==> config.mk <==
export PLATFORM = sky130hd
export DESIGN_NAME = spi_master
export DESIGN_NICKNAME = d
export VERILOG_FILES = /design/src/rtl/spi_master.sv
export SDC_FILE = /design/constraint.sdc
export NUM_CORES = 1
export LEC_CHECK = 0
export BUFFER_PORTS_ARGS = -buffer_cell sky130_fd_sc_hd__buf_2
export CAP_MARGIN = 20
export CORE_MARGIN = 2
export CORE_UTILIZATION = 41
export DETAILED_ROUTE_END_ITERATION = 16
export SLEW_MARGIN = 20
export SYNTH_ARGS = -nofsm -noshare
export SYNTH_HDL_FRONTEND = slang
export SYNTH_SLANG_ARGS = --single-unit
export TNS_END_PERCENT = 10
==> constraint.sdc <==
create_clock -name clk -period 6.6 [get_ports clk]
set_clock_uncertainty 0.2 [all_clocks]
set_input_delay 1.65 -clock clk [delete_from_list [all_inputs] [get_ports clk]]
set_output_delay 1.65 -clock clk [all_outputs]
set_load 0.1 [all_outputs]
==> src/rtl/spi_master.sv <==
// SPI master: one full-duplex MSB-first word per accepted stream command,
// with latched mode/prescale and a registered received-word output.
module spi_master #(
    parameter int DATA_WIDTH     = 8,
    parameter int PRESCALE_WIDTH = 16
) (
    input  logic                      clk,
    input  logic                      rst,
    input  logic [DATA_WIDTH-1:0]     s_axis_tdata,
    input  logic                      s_axis_tvalid,
    output logic                      s_axis_tready,
    output logic [DATA_WIDTH-1:0]     m_axis_tdata,
    output logic                      m_axis_tvalid,
    input  logic                      m_axis_tready,
    output logic                      sclk,
    output logic                      mosi,
    input  logic                      miso,
    output logic                      cs_n,
    input  logic [1:0]                spi_mode,
    input  logic [PRESCALE_WIDTH-1:0] prescale,
    output logic                      busy,
    output logic                      overrun_error
);

    localparam int EW = $clog2(2 * DATA_WIDTH + 1);
    localparam logic [EW-1:0] LAST_EDGE = EW'(2 * DATA_WIDTH - 1);

    typedef enum logic [2:0] {IDLE, SETUP, XFER, HOLD, GAP} state_t;

    state_t                    state;
    logic [PRESCALE_WIDTH-1:0] p_m1;
    logic [PRESCALE_WIDTH-1:0] cnt;
    logic [PRESCALE_WIDTH-1:0] p_new_m1;
    logic [DATA_WIDTH-1:0]     tx_sr;
    logic [DATA_WIDTH-1:0]     rx_sr;
    logic [EW-1:0]             edge_cnt;
    logic                      cpha;
    logic                      s_fire;
    logic                      cnt_done;

    // A prescale of 0 behaves like 1; the counter holds P-1 and expires at 0.
    assign p_new_m1 = (prescale == '0) ? '0 : prescale - 1'b1;
    assign s_fire   = s_axis_tvalid && s_axis_tready;
    assign cnt_done = (cnt == '0);

    always_ff @(posedge clk or posedge rst) begin
        if (rst) begin
            state         <= IDLE;
            s_axis_tready <= 1'b0;
            m_axis_tdata  <= '0;
            m_axis_tvalid <= 1'b0;
            sclk          <= 1'b0;
            mosi          <= 1'b0;
            cs_n          <= 1'b1;
            busy          <= 1'b0;
            overrun_error <= 1'b0;
            p_m1          <= '0;
            cnt           <= '0;
            tx_sr         <= '0;
            rx_sr         <= '0;
            edge_cnt      <= '0;
            cpha          <= 1'b0;
        end else begin
            overrun_error <= 1'b0;
            if (m_axis_tvalid && m_axis_tready)
                m_axis_tvalid <= 1'b0;

            case (state)
                IDLE: begin
                    sclk          <= spi_mode[1];
                    mosi          <= 1'b0;
                    cs_n          <= 1'b1;
                    busy          <= 1'b0;
                    s_axis_tready <= 1'b1;
                    if (s_fire) begin
                        s_axis_tready <= 1'b0;
                        tx_sr         <= s_axis_tdata;
                        rx_sr         <= '0;
                        cpha          <= spi_mode[0];
                        p_m1          <= p_new_m1;
                        cnt           <= p_new_m1;
                        edge_cnt      <= '0;
                        cs_n          <= 1'b0;
                        busy          <= 1'b1;
                        mosi          <= spi_mode[0] ? 1'b0 : s_axis_tdata[DATA_WIDTH-1];
                        state         <= SETUP;
                    end
                end

                // SETUP expiry produces edge 1, so both states share the edge logic.
                SETUP, XFER: begin
                    if (!cnt_done) begin
                        cnt <= cnt - 1'b1;
                    end else begin
                        cnt      <= p_m1;
                        sclk     <= ~sclk;
                        edge_cnt <= edge_cnt + 1'b1;
                        if (!edge_cnt[0]) begin
                            if (!cpha) begin
                                rx_sr <= {rx_sr[DATA_WIDTH-2:0], miso};
                            end else begin
                                mosi  <= tx_sr[DATA_WIDTH-1];
                                tx_sr <= tx_sr << 1;
                            end
                        end else begin
                            if (cpha) begin
                                rx_sr <= {rx_sr[DATA_WIDTH-2:0], miso};
                            end else if (edge_cnt != LAST_EDGE) begin
                                mosi  <= tx_sr[DATA_WIDTH-2];
                                tx_sr <= tx_sr << 1;
                            end
                        end
                        state <= (edge_cnt == LAST_EDGE) ? HOLD : XFER;
                    end
                end

                HOLD: begin
                    if (!cnt_done) begin
                        cnt <= cnt - 1'b1;
                    end else begin
                        cnt           <= p_m1;
                        cs_n          <= 1'b1;
                        m_axis_tdata  <= rx_sr;
                        m_axis_tvalid <= 1'b1;
                        overrun_error <= m_axis_tvalid && !m_axis_tready;
                        state         <= GAP;
                    end
                end

                GAP: begin
                    if (!cnt_done) begin
                        cnt <= cnt - 1'b1;
                    end else begin
                        busy  <= 1'b0;
                        state <= IDLE;
                    end
                end

                default: state <= IDLE;
            endcase
        end
    end

endmodule
---- Word level (Yosys, flattened, before mapping) ----
Cells that the tools add are included.
Widths: inputs -> output; s select.
storage, ports and cells
  register bits after elaboration ......... 72
  ROM bits ................................ 0
  output and inout port bits .............. 15
  bits in latches ......................... 0
  input bits .............................. 31
  logic and storage cells ................. 107
  RAM bits ................................ 0
  memories ................................ 0
cells by class
  reduce and logical (&&, ||, !) cells .... 24
  $lt $le $gt $ge ......................... 0
  $add $sub $neg .......................... 3
  divide/modulo/power cells ............... 0
  equality and inequality tests ........... 16
  multiplexer cells ....................... 48
  multiply operators ...................... 0
  bitwise gates (word level) .............. 1
  shift operators ......................... 0
operators with widths
  operator               number
  $mux 8                 11
  $mux 16                4
  $pmux 16 s3            1
  $logic_not 16->1       2
  $pmux 8 s2             2
  $sub 16x1->16 const B  2
  $mux 1                 18
  $ne 3x3->1 const B     5
  $mux 3                 4
  $pmux 3 s4             1
  $mux 5                 2
  $ne 2x2->1 const B     5
  $pmux 5 s2             1
  $reduce_and 2->1       5
  $reduce_and 5->1       2
  $pmux 1 s2             4
  $eq 3x2->1 const B     2
  $reduce_and 3->1       2
  $reduce_and 6->1       1
  $reduce_bool 2->1      3
  $add 5x1->5 const B    1
  $eq 5x4->1 const B     1
  $ne 5x4->1 const B     1
  $reduce_and 4->1       1
  9 further kinds        11

---- Longest topological paths before layout ----
Gate-level depths: netlist (run 1).
  depth after elaboration ................. 6
  gate-level depth with buffers ........... 10
  depth with buffers taken out ............ 9

---- Least setup slack after synthesis (run 1) ----
OpenSTA, ideal clock, no wires.
  path kind ............................... in2reg
  from .................................... in prescale[4]
  to ...................................... reg cnt[3]
  setup slack ............................. 2.817 ns
  required time ........................... 6.269 ns
  library setup time ...................... 0.131 ns
  data arrival time ....................... 3.452 ns
  stages on the path ...................... 8
  buffers on the path ..................... 2
  cells stage by stage .................... or4_1 > clkbuf_2 > or3_4 > o32ai_2 > buf_6 > nor2_1 > a211oi_1 > o21ai_1
between the ends
  cells in the longest elaborated chain, start to end .. 4
RTL lines
  element               line  source
  start, declared       20    input logic [PRESCALE_WIDTH-1:0] prescale,
  $logic_not 16->1      42    assign p_new_m1 = (prescale == '0) ? '0 : prescale - 1'b1;
  $mux 16               42
  $mux 16               75    if (s_fire) begin
  $pmux 16 s3           68    case (state)
  end signal, assigned  81    cnt <= p_new_m1;
  end signal, assigned  93    cnt <= cnt - 1'b1;
  end signal, assigned  95    cnt <= p_m1;
  end, declared         32    logic [PRESCALE_WIDTH-1:0] cnt;
No other way between the ends. The select of a mux whose other input is x is not followed.
A chain may end at the register's enable or synchronous reset.

---- Worst setup path in the final report (run 1) ----
  from .................................... in prescale[4]
  to ...................................... reg cnt[6]
between the ends
  cells in the longest elaborated chain, start to end .. 4
  elaborated cells on any way between the ends .. 5
  classes of those cells .................. add/sub (1); mux (3); reduce/logical (1)
RTL lines
  element                                            line
  $sub 16x1->16 or $logic_not 16->1 (tied branches)  42
  $mux 16 (*)                                        42
  $mux 16 (*)                                        75
  $pmux 16 s3 (*)                                    68
Every way passes the cells marked *; elsewhere a longest branch is shown, timed or not. The select of a mux whose other input is x is not followed.

==> results of run 1 <==
per-stage QoR:
step                      total power [mW]  hold slack [ns]  std cells  setup slack (ns)
final                               0.8144           0.2749        621             2.442
after detailed placement            0.4864           0.2649        605             2.046
after global routing                0.8432           0.3062        621             2.294
after CTS                           0.8239           0.2847        621             2.455
after global placement              0.4860           0.2571        605             2.033
after floorplan                     0.4665           0.2396        445             2.817
worst max path at each step:
stage	from	endpoint	slack (ns)	cells past startpoint
6_report	prescale[4]	cnt[6]	2.44	7
5_1_grt	prescale[4]	cnt[6]	2.29	7
4_1_cts	prescale[4]	cnt[6]	2.46	7
3_5_place_dp	prescale[4]	cnt[6]	2.05	7
3_3_place_gp	prescale[4]	cnt[6]	2.03	7
2_1_floorplan	prescale[4]	cnt[3]	2.82	8
cell usage after synthesis, types with 5 or more instances:
library cell	number
and3_1	5
o22a_1	5
o21ai_1	5
nand3_1	10
o31ai_1	7
nor4_1	7
a22o_1	8
mux2i_1	8
xnor2_1	11
nor3b_1	5
nor2_1	40
dfrtp_1	71
inv_1	9
clkbuf_1	13
nand2_1	58
mux2_2	10
nor3_1	14
ha_1	6
o21ai_0	45
xor2_1	8
a21oi_1	24
routing by layer:
layer,vias up,part of all wire [%]
met5,-,0
met4,0,1.7
met3,12,5.7
met2,116,44
met1,1681,49
li1,1681,-
flip-flops by register name (all words and copies together), names as in the netlist:
register / cells
busy: 1
cnt: 16
cpha: 1
cs_n: 1
edge_cnt: 5
m_axis_tdata: 8
m_axis_tvalid: 1
mosi: 1
overrun_error: 1
p_m1: 16
rx_sr: 8
s_axis_tready: 1
sclk: 1
state: 3
tx_sr: 8
final cells by class:
cell class / count / area, µm²
clock buffer: 9 / 123.9
sequential: 72 / 1803
multi-input combinational: 343 / 2125
fill: 967 / 5125
inverter: 9 / 33.78
timing repair buffer: 48 / 247.7
tap: 133 / 166.4
clock inverter: 7 / 60.06
cell usage in the layout, fill, tap and decap left out, types with 4 or more instances in the layout:
cell type  count
nand3_1       10
nor3_1        14
a21oi_1       24
dfrtp_1       71
xnor2_1       11
mux2i_1        8
ha_1           6
o22a_1         5
and3_1         5
buf_2         45
o31ai_1        7
o21ai_1        5
nor2_1        40
and2_1         4
nor4_1         7
clkbuf_8       9
mux2_2        10
nor2b_1        4
a211oi_1       4
nor3b_1        5
or3_1          4
a22o_1         8
xor2_1         8
nand2_1       58
inv_1          8
o21ai_0       45
or2_2          4
nand2b_1       4
worst reg2reg max path: stages, from the launching register on:
cell and delay, ns:
dfrtp_1 0.63, nor3_1 0.82, and2_1 0.29, nor2_1 0.10
nand2_1 0.69, a211oi_1 0.23, nor4_1 0.35
power by group:
group	internal [mW]	switching (mW)
logic	0.0125	0.0232
registers	0.441	0.000160
clock network	0.143	0.195
cells by family (layout without fill, tap and decap cells):
kind of cell               Yosys count  after routing  share of synthesized area, %
xor gates and xnor gates            19             19                         4.109
DFF                                 72             72                         44.52
adders and majority gates            7              7                         2.132
muxes                               18             18                         4.758
buffers and inverters               30             73                         3.120
AOI/OAI and AO/OA                  123            123                         19.40
and+or+nand+nor                    176            176                         21.96
==> reports/metrics.yaml, run 1 <==
avgRoutedWirePerCell_um: 16.23
grt_pass1_wl_um: 16910
clk_path_buf_depth: 2
antenna_cells: 0
reg2reg_depth: 6
ys.flop_type: "dfrtp_1"
synth_edf_count: 0
synth-seq-cells: 72
critPathRequiredTime_ns: 6.65
layout-drive-gt1-share_pct: 18.85
crit_family: "simple AND/OR/NAND/NOR gates"
antenna_found_initial: 0
holdCritPathClass: "register to register"
critPathMaxFanout: 11
post-route-period-util_pct: 63.00
post-cts-setup-buffer-count: 0
h-tree-depth: 3
min_to: "edge_cnt[3]"
drt_wl_total_um: 10080
ant_nets: 0
finish.utilization_pct: 47.08
hold_violations: 0
cts-root-buf: "clkbuf_8"
final-setup-viol-count: 0
dieArea_um2: 10690
leakagePower_nw: 1.945
power_density_nw_per_um2: 178.6
synthArstFlopShare_pct: 100.0
r2r-start: "state[2]"
rsz0062_at_grt: "no"
setup_tns_ns: 0
worst-path-buf-inv: 1
syn_area_um2: 4050
cts_resized: 0
end_kind: "register"
syn_inst: 445
slew_viol_final: 0
dpl.hpwl_um: 7217
synth_nets: 482
cp.arrival_ns: 4.21
gp_congestion: 0.9025
yosysTopAreaCell: "dfrtp_1"
vias_per_cell: 5.620
ir_worst_vdd_mv: 0.1147
grt_max_degree: 73
grt_use_met1_pct: 30.94
critPathMaxStageDelay_ns: 0.67
ys_seq_area_share_pct: 44.52
grt_usage_pct: 20.49
crit_chain: "buf_2 -> or4_1 -> or3_4 -> o32ai_2 -> or2_2 -> nor2_1 -> a211o_1"
avgSynthCellArea_um2: 9.101
nets: 520
numCtsBuffers: 9
critPathKind: "primary input to register"
tritoncts: "built"
busiest_layer: "met1"
fmax_mhz: 240.5
cap_viol_max_count: 0
dpl_cell_area_um2: 4372
clock_sinks: 72
drt_iter0_markers: 381
grt_pass1_vias: 3300
min_from: "edge_cnt[3]"
area_growth_pct: 12.57
clkSlewWorstSetupHoldPaths_ns: 0.09
synth.top_cell.area_share_pct: 43.87
io_buffer_count: 45
initial_core_util_pct: 41.82
design.core.area_um2: 9684
grt.overflow.total: 0
vias: 3490
hold_buffers: 0
fin_crit_ns: 4.158
grt_util_met2_pct: 29.38
cpMaxStageDelayCell: "o32ai_2"
status: "completed"
r2r-end: "cnt[10]"
slew_headroom_pct: 38.09
yosys_warnings: 0
rows: 36
post-route-drc-count: 0
crit_path_start_kind: "primary input"
drtPass1Iterations: 4
min_path_cells: 1
die_y_um: 103.4
stdcell_area_um2: 4559
insertion_delay_ns: 0.37
synth_area_leaders: "dfrtp_1, o21ai_0, nand2_1, nor2_1, a21oi_1"
io_pins: 46
reg2reg_slack_ns: 3.17
die_w_um: 103.4
synth_cell_types: 66
gr-usage-met3_pct: 2.755
tightest_slew_ns: 0.9216
(Power assumes the default switching activity.)
==> inputs of run 2 (changes only) <==
--- a/config.mk
+++ b/config.mk
@@ -5,6 +5,7 @@
 export SDC_FILE = /design/constraint.sdc
 export NUM_CORES = 1
 export LEC_CHECK = 0
+export ABC_AREA = 1
 export BUFFER_PORTS_ARGS = -buffer_cell sky130_fd_sc_hd__buf_2
 export CAP_MARGIN = 20
 export CORE_MARGIN = 2
==> constraint.sdc (replaced) <==
create_clock -name clk -period 4.3 [get_ports clk]
set_clock_uncertainty 0.2 [all_clocks]
set_input_delay 1.075 -clock clk [delete_from_list [all_inputs] [get_ports clk]]
set_output_delay 1.075 -clock clk [all_outputs]
set_load 0.1 [all_outputs]
==> reports/metrics.yaml, run 2 <==
status: "completed"
worst_slack_ns: 1.635  # -0.8065 ns
design.core.area_um2: 10890  # +12%
vias: 4266  # +22%
io_pins: 46  # unchanged
ant_nets: 0  # unchanged
synth_nets: 689  # +43%
h-tree-depth: 3  # unchanged
critPathKind: "register to register"
critPathRequiredTime_ns: 4.34  # -2.31 ns
nets: 733  # +41%
numCtsBuffers: 9  # unchanged
ir_worst_vdd_mv: 0.2144  # +87%
total_power_mw: 1.351  # +66%
biggestRegsByFlops: "cnt x16, p_m1 x16"
rows: 38  # +5.6%
reg2reg_slack_ns: 1.64  # -1.53 ns
synth_edf_count: 0  # unchanged
leakagePower_nw: 2.533  # +30%
area_growth_pct: 12.00
antenna_cells: 0  # unchanged
avgSynthCellArea_um2: 7.022  # -23%
setup_tns_ns: 0  # unchanged
path_common_cell: "nand2_1"
drt_wl_total_um: 11580  # +15%
grt_pass1_wl_um: 19450  # +15%
slew_viol_final: 0  # unchanged
critPathMaxStageDelay_ns: 0.43  # -0.24 ns
slew_headroom_pct: 55.03  # +17 points
post-route-drc-count: 0  # unchanged
power_density_nw_per_um2: 263.5  # +48%
antenna_found_initial: 0  # unchanged
cp.arrival_ns: 2.70  # -1.51 ns
synth.top_cell.area_share_pct: 38.81  # -5.1 points
insertion_delay_ns: 0.36  # about the same
min_to: "m_axis_tdata[6]"
holdCritPathClass: "register to register"
synth.most_common_cell: "nand2_1"
yosys_warnings: 0  # unchanged
die_y_um: 109.7  # +6.1%
critPathMaxFanout: 16  # +5
crit_chain: "inv_1 -> ha_1 -> nand2_1 -> nor2_1 -> nand2_1 -> inv_2 -> nand2_2 -> mux2_1"
synth-seq-cells: 72  # unchanged
ys.flop_type: "dfrtp_1"
tritoncts: "built"
hold_buffers: 0  # unchanged
vias_per_cell: 5.073  # -9.7%
r2r-end: "m_axis_tdata[7]"
initial_core_util_pct: 42.05  # +0.23 points
hold_violations: 0  # unchanged
cap_viol_max_count: 0  # unchanged
dpl.hpwl_um: 8729  # +21%
min_from: "m_axis_tdata[6]"
gp_congestion: 0.9049  # +0.27%
die_w_um: 109.7  # +6.1%
drt_iter0_markers: 351  # -7.9%
r2r-start: "cnt[0]"
tightest_slew_ns: 0.6730  # -0.2487 ns
fmax_mhz: 375.3
end_kind: "register"
crit_path_start_kind: "register"
clkSlewWorstSetupHoldPaths_ns: 0.08  # about the same
cts-root-buf: "clkbuf_8"
avgRoutedWirePerCell_um: 13.77  # -15%
ys_seq_area_share_pct: 39.38  # -5.1 points
final_cell_mix: "nand2_1, nor2_1, dfrtp_1"
rsz0062_at_grt: "no"
cts_resized: 0  # unchanged
fin_crit_ns: 2.665
synth_common_cells: "nand2_1, nor2_1, dfrtp_1"
reg2reg_depth: 8  # +2
drtPass1Iterations: 5  # +1
cpMaxStageDelayCell: "dfrtp_1"
post-route-period-util_pct: 61.97
grt_max_degree: 27  # -63%
synth_area_leaders: "dfrtp_1, nand2_1, nor2_1, nand3_1, inv_1"
min_path_cells: 2  # +1
layout-drive-gt1-share_pct: 14.98  # -3.9 points
syn_area_um2: 4578  # +13%
pre_cts_ws_ns: 1.331  # -0.7151 ns
synth_cell_types: 37  # -44%
grt_usage_pct: 20.95  # +0.45 points
post-cts-setup-buffer-count: 0  # unchanged
clk_path_buf_depth: 2  # unchanged
layout_commonest_cell: "nand2_1"
final-setup-viol-count: 0  # unchanged
grt.overflow.total: 0  # unchanged
io_buffer_count: 45  # unchanged
yosysTopAreaCell: "dfrtp_1"
dieArea_um2: 12030  # +13%
clock_sinks: 72  # unchanged
synthArstFlopShare_pct: 100.0  # unchanged
syn_inst: 652  # +47%
grt_pass1_vias: 4090  # +24%
run 2: cell types whose count changed after synthesis, sizes merged, moves of 11 or more:
cell | previous run | this run
nor2 | 40 | 102
inv | 9 | 75
nand3 | 10 | 57
clkbuf | 15 | 4
nand2 | 58 | 206
a21oi | 24 | 5
xnor2 | 11 | 0
nor3 | 15 | 2
nand4 | 2 | 18
o21ai | 50 | 61
run 2: how the worst max path moves through the flow:
stage	start	to	depth (start not counted)
5_1_grt	cnt[0]	m_axis_tdata[7]	8
6_report	cnt[0]	m_axis_tdata[7]	8
3_3_place_gp	prescale[0]	cnt[1]	12
3_5_place_dp	prescale[0]	cnt[1]	12
2_1_floorplan	rst	busy	1
4_1_cts	cnt[0]	m_axis_tdata[7]	8
run 2: kinds of logic (layout without fill, tap and decap cells):
group / Yosys count / count (layout) / share of synthesized area [%]
simple gates: 390 / 390 / 37.25
buf+inv: 90 / 139 / 8.254
compound gates: 80 / 80 / 10.58
flops: 72 / 72 / 39.38
xor+xnor: 7 / 7 / 1.339
mux: 7 / 7 / 1.558
fa+ha+maj: 6 / 6 / 1.640
run 2: layer usage:
metal | track usage [%] | vias up | wire (µm)
met5 | 0 | - | 0
met4 | 6.510 | 0 | 223
met3 | 4.386 | 18 | 463
met2 | 35.05 | 94 | 5496
met1 | 27.16 | 1967 | 5395
li1 | - | 2187 | -
run 2: where the power goes:
group | internal, mW | leakage [nW] | switching, mW
logic | 0.0199 | 1.58 | 0.0416
registers | 0.677 | 0.852 | 0.0000000000000000215
clock network | 0.331 | 0.104 | 0.282
total | 1.03 | 2.53 | 0.324
run 2: through the flow:
stage / utilization (%) / instances / cell area [µm²] / hold WS (ns)
finish: 47.09 / 841 / 5127 / 0.2911
global route: 47.09 / 841 / 5127 / 0.3042
CTS: 47.09 / 841 / 5127 / 0.2931
detailed placement: 45.07 / 825 / 4907 / 0.2713
global placement: 45.07 / 825 / 4907 / 0.2608
floorplan: - / 652 / 4578 / 0.2446
run 2: worst max-delay path: cells and delay by family (launching register included):
family	cells	cell delay, ns
buffers and inverters	2	0.49
adder cells (fa/ha/maj)	1	0.23
AND/OR/NAND/NOR	4	0.81
multiplexers	1	0.36
flip-flops	1	0.43
run 2: final cells by class:
type,instances,area (µm²)
Clock buffer,10,127.6
Clock inverter,6,92.59
Fill cell,1132,5761
Inverter,75,284.0
Multi-Input combinational cell,490,2397
Sequential cell,72,1803
Tap cell,140,175.2
Timing Repair Buffer,48,247.7
